$ cat src/rtl/uart_8250_pkg.sv
// rtl/uart_8250_pkg.sv - shared 8250 UART constants and state types
package uart_8250_pkg;

  localparam int OVERSAMPLE = 16;

  localparam int LCR_WLS_LO = 0;
  localparam int LCR_WLS_HI = 1;
  localparam int LCR_STB    = 2;
  localparam int LCR_PEN    = 3;
  localparam int LCR_EPS    = 4;
  localparam int LCR_STICK  = 5;
  localparam int LCR_BRK    = 6;

  localparam logic [2:0] ST_IDLE   = 3'd0;
  localparam logic [2:0] ST_START  = 3'd1;
  localparam logic [2:0] ST_DATA   = 3'd2;
  localparam logic [2:0] ST_PARITY = 3'd3;
  localparam logic [2:0] ST_STOP   = 3'd4;

  typedef enum logic [2:0] {
    IDLE   = ST_IDLE,
    START  = ST_START,
    DATA   = ST_DATA,
    PARITY = ST_PARITY,
    STOP   = ST_STOP
  } tx_state_t;

endpackage

$ cat src/rtl/uart_8250_tx_if.sv
// rtl/uart_8250_tx_if.sv - TX FIFO pop handshake between register block and serializer
interface uart_8250_tx_if;
  logic [7:0] tx_data;
  logic       tx_valid;
  logic       tx_ready;

  modport master (output tx_data, output tx_valid, input tx_ready);
  modport slave  (input tx_data, input tx_valid, output tx_ready);
endinterface

$ cat src/rtl/uart_8250_baud_gen.sv
// rtl/uart_8250_baud_gen.sv - divisor-latch baud tick generator (16x oversample rate)
module uart_8250_baud_gen #(
  parameter int DIV_W = 16
) (
  input  logic             clk,
  input  logic             rst_n,
  input  logic [DIV_W-1:0] divisor,
  input  logic             clear,
  output logic             tick
);

  logic [DIV_W-1:0] cnt;

  // >= rather than == so a divisor lowered mid-count wraps immediately
  assign tick = (divisor != '0) && (cnt >= divisor - DIV_W'(1));

  always_ff @(posedge clk or negedge rst_n) begin
    if (!rst_n) begin
      cnt <= '0;
    end else if (clear || tick) begin
      cnt <= '0;
    end else if (divisor != '0) begin
      cnt <= cnt + DIV_W'(1);
    end
  end

endmodule

$ cat src/rtl/uart_8250_tx.sv
// rtl/uart_8250_tx.sv - 8250 transmit serializer: pops TX FIFO, frames bytes onto TXD
module uart_8250_tx #(
  parameter int OVERSAMPLE = 16,
  parameter int DIV_W      = 16
) (
  input  logic             CLK_I,
  input  logic             RST_I,
  input  logic [DIV_W-1:0] divisor,
  input  logic [6:0]       lcr,
  uart_8250_tx_if.slave    tx,
  output logic             TXD,
  output logic             tx_empty,
  output logic             frame_done
);
  import uart_8250_pkg::*;

  localparam logic [3:0] SUB_LAST = 4'(OVERSAMPLE - 1);
  localparam logic [5:0] STOP_1   = 6'(OVERSAMPLE - 1);
  localparam logic [5:0] STOP_15  = 6'(OVERSAMPLE * 3 / 2 - 1);
  localparam logic [5:0] STOP_2   = 6'(2 * OVERSAMPLE - 1);

  tx_state_t  state, state_n;
  logic [7:0] shreg, shreg_n;
  logic [5:0] cfg;
  logic [3:0] subcnt, subcnt_n;
  logic [2:0] bitcnt, bitcnt_n;
  logic [5:0] stopcnt, stopcnt_n;
  logic       par, par_n;
  logic       txd_n, done_n, bit_end, accept, tick;
  logic [2:0] last_bit;
  logic [5:0] stop_last;

  assign tx.tx_ready = (state == IDLE) && (divisor != '0);
  assign accept      = tx.tx_valid && tx.tx_ready;
  assign tx_empty    = (state == IDLE);
  assign last_bit    = 3'd4 + {1'b0, cfg[LCR_WLS_HI:LCR_WLS_LO]};

  uart_8250_baud_gen #(.DIV_W(DIV_W)) u_baud (
    .clk     (CLK_I),
    .rst_n   (RST_I),
    .divisor (divisor),
    .clear   (accept),
    .tick    (tick)
  );

  always_comb begin
    stop_last = STOP_1;
    if (cfg[LCR_STB]) begin
      stop_last = (cfg[LCR_WLS_HI:LCR_WLS_LO] == 2'b00) ? STOP_15 : STOP_2;
    end
  end

  always_comb begin
    state_n   = state;
    shreg_n   = shreg;
    subcnt_n  = subcnt;
    bitcnt_n  = bitcnt;
    stopcnt_n = stopcnt;
    par_n     = par;
    done_n    = 1'b0;
    bit_end   = tick && (subcnt == SUB_LAST);
    if (tick && state != IDLE && state != STOP) begin
      subcnt_n = subcnt + 4'd1;
    end
    case (state)
      IDLE: begin
        if (accept) begin
          state_n   = START;
          shreg_n   = tx.tx_data;
          subcnt_n  = '0;
          bitcnt_n  = '0;
          stopcnt_n = '0;
          par_n     = 1'b0;
        end
      end
      START: if (bit_end) state_n = DATA;
      DATA: begin
        if (bit_end) begin
          par_n   = par ^ shreg[0];
          shreg_n = {1'b0, shreg[7:1]};
          if (bitcnt == last_bit) begin
            state_n = cfg[LCR_PEN] ? PARITY : STOP;
          end else begin
            bitcnt_n = bitcnt + 3'd1;
          end
        end
      end
      PARITY: if (bit_end) state_n = STOP;
      STOP: begin
        if (tick) begin
          if (stopcnt == stop_last) begin
            state_n   = IDLE;
            stopcnt_n = '0;
            done_n    = 1'b1;
          end else begin
            stopcnt_n = stopcnt + 6'd1;
          end
        end
      end
      default: state_n = IDLE;
    endcase

    // TXD is registered from the next state so the line changes on the bit boundary
    case (state_n)
      START:   txd_n = 1'b0;
      DATA:    txd_n = shreg_n[0];
      PARITY:  txd_n = cfg[LCR_STICK] ? ~cfg[LCR_EPS] : (par_n ^ ~cfg[LCR_EPS]);
      default: txd_n = 1'b1;
    endcase
    if (lcr[LCR_BRK]) txd_n = 1'b0;
  end

  always_ff @(posedge CLK_I or negedge RST_I) begin
    if (!RST_I) begin
      state      <= IDLE;
      shreg      <= '0;
      cfg        <= '0;
      subcnt     <= '0;
      bitcnt     <= '0;
      stopcnt    <= '0;
      par        <= 1'b0;
      TXD        <= 1'b1;
      frame_done <= 1'b0;
    end else begin
      state      <= state_n;
      shreg      <= shreg_n;
      subcnt     <= subcnt_n;
      bitcnt     <= bitcnt_n;
      stopcnt    <= stopcnt_n;
      par        <= par_n;
      TXD        <= txd_n;
      frame_done <= done_n;
      if (accept) cfg <= lcr[5:0];
    end
  end

endmodule

$ cat src/flat_wrapper.sv
// flat-port wrapper written by rule: the top's interface ports become plain ports
module uart_8250_tx_flat import uart_8250_pkg::*;
#(
  parameter int OVERSAMPLE = 16,
  parameter int DIV_W      = 16
)
  (CLK_I, RST_I, divisor, lcr, TXD, tx_empty, frame_done, tx_tx_data, tx_tx_valid, tx_tx_ready);
  uart_8250_tx_if tx_i ();
  input  logic CLK_I;
  input  logic RST_I;
  input  logic [DIV_W-1:0] divisor;
  input  logic [6:0] lcr;
  output logic TXD;
  output logic tx_empty;
  output logic frame_done;
  input wire logic [$bits(tx_i.tx_data)-1:0] tx_tx_data;
  input wire logic [$bits(tx_i.tx_valid)-1:0] tx_tx_valid;
  output wire logic [$bits(tx_i.tx_ready)-1:0] tx_tx_ready;
  assign tx_i.tx_data = tx_tx_data;
  assign tx_i.tx_valid = tx_tx_valid;
  assign tx_tx_ready = tx_i.tx_ready;
  uart_8250_tx #(.OVERSAMPLE(OVERSAMPLE), .DIV_W(DIV_W)) u_core (.CLK_I(CLK_I), .RST_I(RST_I), .divisor(divisor), .lcr(lcr), .tx(tx_i), .TXD(TXD), .tx_empty(tx_empty), .frame_done(frame_done));
endmodule
$ cat config.mk
export PLATFORM = sky130hd
export DESIGN_NAME = uart_8250_tx_flat
export DESIGN_NICKNAME = d
export VERILOG_FILES = /design/src/rtl/uart_8250_pkg.sv /design/src/rtl/uart_8250_tx_if.sv /design/src/rtl/uart_8250_baud_gen.sv /design/src/rtl/uart_8250_tx.sv /design/src/flat_wrapper.sv
export SDC_FILE = /design/constraint.sdc
export NUM_CORES = 1
export LEC_CHECK = 0
export BUFFER_PORTS_ARGS = -buffer_cell sky130_fd_sc_hd__buf_2
export CORE_MARGIN = 2
export CORE_UTILIZATION = 55
export CTS_BUF_LIST = sky130_fd_sc_hd__clkbuf_8
export DETAILED_ROUTE_END_ITERATION = 8
export HOLD_SLACK_MARGIN = 0.1
export PLACE_DENSITY = 0.77
export SETUP_SLACK_MARGIN = 0.5
export SYNTH_ARGS = -nofsm -noshare
export SYNTH_HDL_FRONTEND = slang
export SYNTH_SLANG_ARGS = --single-unit
$ cat constraint.sdc
create_clock -name CLK_I -period 2.4 [get_ports CLK_I]
set_clock_uncertainty 0.15 [all_clocks]
set_input_delay 0.24 -clock CLK_I [delete_from_list [all_inputs] [get_ports CLK_I]]
set_output_delay 0.24 -clock CLK_I [all_outputs]
set_load 0.01 [all_outputs]
# After elaboration in Yosys (flattened, before gate mapping)
# Cells that the tools add are included.
# op_classes
add_sub_neg	6
order_cmp	1
n_eq_ne	15
bitwise	3
mux	36
n_reduce_logical	17
# ops
operator	n
2-to-1 mux 3 bit	11
2-to-1 mux 16 bit	2
2-to-1 mux 6 bit	4
adder 16 x 1 -> 16 bit, second input constant	1
>= comparator 16 bit	1
2-to-1 mux 4 bit	4
2-to-1 mux 8 bit	2
one-hot mux 8 bit (2 select lines)	1
nonzero test 16 bit	1
subtractor 16 x 1 -> 16 bit, second input constant	1
one-hot mux 3 bit (5 select lines)	1
== test 3 x 2 -> 1 bit, second input constant	4
one-hot mux 6 bit (2 select lines)	1
2-to-1 mux 1 bit	7
adder 6 x 1 -> 6 bit, second input constant	1
== test 3 x 1 -> 1 bit, second input constant	2
== test 6 bit	1
logical AND 1 bit	6
!= test 2 x 1 -> 1 bit, second input constant	3
one-hot mux 3 bit (2 select lines)	1
AND reduction 3 bit	2
nonzero test 2 bit	3
adder 4 x 1 -> 4 bit, second input constant	1
== test 4 bit, second input constant	1
other kinds (15)	16
# totals
out_inout_bits	4
reg_bits	49
word_cells	89
inputBits	34

# Logic depth before layout (Yosys ltp)
# depth
word_depth	10
mapped_depth	15
depth_no_buf	14

# Hierarchy
# A second synthesis with hierarchy kept.
# unflattened
cells_unflattened	325
area_unflattened_um2	3246.9
# modules_own_cells
mod	seq_area_each_um2	instances	area_each_um2	cells_each
uart_8250_tx	827.0	1	1759.2	162
uart_8250_baud_gen	400.4	1	1487.7	163

# Worst setup path after synthesis
# OpenSTA, ideal clock, no wires.
# synth_timing
kind	input to register
start	in divisor[7]
end	reg u_core.TXD
n_path_buf	0
slack_ns	-0.806
required_time_ns	2.175
setup_time_ns	0.075
arrival_time_ns	2.981
path_stages	13
path_cell_list	nor4_4 nand2_1 nor4_1 xnor2_1 ha_1 nand4_2 nor2_1 a311o_1 or3_4 and4_1 o21ba_1 a21o_1 mux2i_1
# synth_between
word_cells_on_any_way	26
classes_between	1 x add/sub; 1 x order compare; 3 x eq/ne; 15 x mux; 1 x bitwise; 5 x reduce/logical
# synth_lines
element	line_no	source
start: declaration	flat_wrapper.sv:11	input logic [DIV_W-1:0] divisor;
subtractor 16 x 1 -> 16 bit	uart_8250_baud_gen.sv:15	assign tick = (divisor != '0) && (cnt >= divisor - DIV_W'(1));
>= comparator 16 bit	uart_8250_baud_gen.sv:15	
logical AND 1 bit	uart_8250_baud_gen.sv:15	
logical AND 1 bit	uart_8250_tx.sv:61	bit_end = tick && (subcnt == SUB_LAST);
2-to-1 mux 3 bit, on equally long branches	uart_8250_tx.sv:88, uart_8250_tx.sv:76, uart_8250_tx.sv:78	
one-hot mux 3 bit (5 select lines) *	uart_8250_tx.sv:65	case (state)
via u_core.state_n[1]	uart_8250_tx.sv:22	tx_state_t state, state_n;
== test 3 x 2 -> 1 bit / == test 3 x 1 -> 1 bit (equally long branches)	uart_8250_tx.sv:104	case (state_n)
one-hot mux 1 bit (3 select lines) *	uart_8250_tx.sv:104	
2-to-1 mux 1 bit *	uart_8250_tx.sv:110	if (lcr[LCR_BRK]) txd_n = 1'b0;
via u_core.txd_n	uart_8250_tx.sv:29	logic txd_n, done_n, bit_end, accept, tick;
end signal: assignment	uart_8250_tx.sv:131	TXD <= txd_n;
end: declaration	uart_8250_tx.sv:11	output logic TXD,
# Mark *: on every way through the listed nets, which the timed path passes. The rest lies on a longest branch. The select of a mux whose other input is x is not followed.
# A chain may end at the register's enable or synchronous reset.

# Worst setup path in the final report
# layout_timing
start	in divisor[4]
end	reg u_core.TXD
# Same word-level chain as after synthesis.

==> flow_metrics.py <==
metrics = {
    "sta": {
        "holdWs_ps": 259,
        "finalHoldViolations": 0,
        "fmax_mhz": 314,
        "worst_pin_slew_ps": 942,
        "setup_violations": 43,
        "fin_ws_ps": -782,
        "slew_headroom": 0.372,
        "fin_crit_sh": 1.33,
        "period_needed_ps": 3180,
        "rsz0062_at_grt": "true",
        "maxSlewViolCount": 0,
        "finalSetupTns_ps": -26730,
    },
    "drt": {
        "ant_nets": 0,
        "wl_per_cell_um": 15.4,
        "drc_errors": 0,
        "first_pass_iters": 5,
        "via_per_inst": 5.61,
        "vias": 3064,
        "drt_iter0_markers": 253,
        "drt_wl_total_mm": 8.40,
    },
    "cts": {
        "htreeDepth": 2,
        "clkLatencyLatePin_ps": 290,
        "cts_inserted_buffers": 5,
        "clk_pin_slew_ps": 90,
        "clock_sinks": 49,
        "root_buffer": "clkbuf_8",
        "clockBufferDepth": 2,
        "tritoncts": "done",
    },
    "floorplanning": {
        "dieHeight_um": 80.3,
        "ios": 38,
        "die_x_um": 80.3,
        "die_area_um2": 6440,
        "fp-row-count": 27,
        "fp.coreArea_um2": 5570,
        "start_util": 0.574,
    },
    "synth": {
        "synthesis.area_um2": 3200,
        "syn_inst": 353,
        "yosys.area.top_type": "dfrtp_1",
        "synth_area_leaders": "dfrtp_1 (38%), ha_1 (8.6%), nand2_1 (7.0%)",
        "synth_seq_cells": 49,
        "synthArstFlopShare": 1.00,
        "synthTopCellsByCount": "nand2_1 (60), dfrtp_1 (48), nor2_1 (40)",
        "synth_edf_count": 0,
        "syn-num-nets": 409,
        "ys.flop_type": "dfrtp_1",
        "synth_top_area_frac": 0.376,
        "synth_most_common_cell": "nand2_1",
        "synth_warnings": 0,
        "ys_types": 54,
        "ys_seq_area_frac": 0.384,
        "avgSynthCellArea_um2": 9.06,
    },
    "power_and_ir_drop": {
        "powerDensity_nw_per_um2": 525,
        "p_int_mw": 1.64,
        "switchingPower_mw": 0.726,
        "p_leak_nw": 2.05,
        "clkPwrFrac": 0.256,
        "max-vdd-ir-drop_mv": 0.393,
        "power_mw": 2.37,
        "p_seq_frac": 0.440,
        "comb_power_share": 0.303,
        "sw_frac_of_total": 0.307,
    },
    "setup_path": {
        "crit_path_max_fanout": 4,
        "rrSetupSlack_ps": -290,
        "cp_data_required_time_ps": 2480,
        "timing.rr.start": "u_core.u_baud.cnt[0]$_DFFE_PN0P_",
        "crit_arrival_ps": 3260,
        "end_kind": "flop",
        "start_kind": "input port",
        "reg2reg_depth": 10,
        "r2r-end": "u_core.TXD$_DFF_PN1_",
        "criticalPathCategory": "input port to flop",
        "cp-startpoint": "divisor[4]",
    },
    "min_path": {
        "hold_path_depth": 5,
        "hold_path.class": "input port to flop",
        "hp-start": "tx_tx_data[0]",
        "hold-path-endpoint": "u_core.shreg[0]$_DFF_PN0_",
    },
    "flow_run": {
        "maxCapViolCount": 0,
    },
    "status": {
        "outcome": "complete, but fails checks",
        "violations": "setup timing",
    },
    "finish": {
        "fin_nets": 529,
        "layout.cells.non_filler": 546,
        "diodes": 0,
        "fin_util": 0.809,
        "syn_to_final_growth_pct": 40.9,
        "fin_area_um2": 4510,
        "drive_gt1_frac": 0.342,
    },
    "place": {
        "place_area_um2": 3960,
        "pre_cts_ws_ps": -1130,
        "gp_congestion": 0.848,
        "hpwl_mm": 5.65,
        "post-place-cells": 519,
        "numPortBuffers": 37,
    },
    "global_route": {
        "grtUsageTotal": 0.273,
        "overflow": 0,
        "grt_first_pass_wirelength_mm": 13.9,
        "grt_max_degree": 43,
        "antenna_found_initial": 0,
        "grt_pass1_vias": 2997,
    },
}
-- metal layers --
metal  wire length, µm  share of wire  GRT usage  vias to the layer above
met2              4090           0.49      0.446                       76
li1                  -              -          -                     1488
met5                 0              0          0                        -
met1              3870           0.46      0.387                     1492
met3               350          0.042     0.0393                        8
met4                80         0.0095     0.0627                        0
-- state kept, by name (all words and copies together), names as in the netlist, 3 cells and up --
| register | cells |
|---|---|
| u_core.state | 3 |
| u_core.cfg | 6 |
| u_core.stopcnt | 6 |
| u_core.shreg | 8 |
| u_core.u_baud.cnt | 16 |
| u_core.bitcnt | 3 |
| u_core.subcnt | 4 |
-- cells in the final DEF, fill, tap and decap left out, types with 6 or more instances in the layout --
cell type      netlist  layout
buf_6                1       6
nor2_1              40      25
nor2_2               1      12
dfrtp_1             48      48
nand4_1             10      10
dlygate4sd3_1        0      15
nor3_1               9       9
clkbuf_8             0       6
xnor2_1             18      18
o21ai_1              8      11
nand2_1             60      57
a21oi_1              8       6
buf_4                1      62
ha_1                22      21
buf_2                3      33
nand3_1             20      19
o21ai_0             10       6
inv_1               10      10
a22oi_1              6       6
xor2_1              15      15
-- final cells by class --
| class | count | area (µm²) |
|---|---|---|
| timing repair buffer | 120 | 913 |
| tap | 72 | 90.1 |
| fill | 333 | 1070 |
| clock buffer | 6 | 82.6 |
| inverter | 10 | 40.0 |
| multi-input combinational | 287 | 2120 |
| sequential | 49 | 1230 |
| clock inverter | 2 | 33.8 |
-- worst max-delay path, stage by stage --
cell and delay [ps]:
buf_8 100, nor4_4 380, nand2_2 170, nor4_4 180, xnor2_1 170, ha_1 300, a21oi_1 180, nor2_1 70
a311o_1 370, nor3_4 300, buf_4 210, nor3_4 50, o311ai_2 300, mux2i_1 230
-- power by group through the flow --
stage / Clock [mW] / Sequential, mW / Combinational, mW
6_report: 0.607 / 1.04 / 0.718
5_1_grt: 0.645 / 1.05 / 0.796
4_1_cts: 0.616 / 1.04 / 0.683
3_5_place_dp: 0 / 1.05 / 0.623
3_3_place_gp: 0 / 1.05 / 0.601
2_1_floorplan: 0 / 1.05 / 0.356
-- repair_timing --
action                     CTS  global route
setup endpoints to repair   44            44
gates resized for setup     33            22
hold endpoints to repair    53             0
hold buffers                15             0
pin swaps                    7             6
buffers inserted             3             0
gates cloned                 1             0
-- cell families (layout without fill, tap and decap cells) --
kind of cell | after synthesis | after routing | share of synthesized area
mux | 4 | 4 | 0.0125
fa+ha+maj | 22 | 22 | 0.0861
buf+inv | 18 | 138 | 0.0258
flops | 49 | 49 | 0.384
compound gates | 57 | 57 | 0.131
simple gates | 170 | 171 | 0.271
xor+xnor | 33 | 33 | 0.0904
-- worst max path at each step --
stage | cells after the start | end | slack [ps]
after global placement | 15 | u_core.TXD$_DFF_PN1_ | -1020
after detailed placement | 15 | u_core.TXD$_DFF_PN1_ | -1130
final | 14 | u_core.TXD$_DFF_PN1_ | -780
after CTS | 13 | u_core.stopcnt[2]$_DFFE_PN0P_ | -730
after global routing | 13 | u_core.stopcnt[2]$_DFFE_PN0P_ | -920
after floorplan | 13 | u_core.stopcnt[2]$_DFFE_PN0P_ | -730
(Power assumes the default switching activity.)
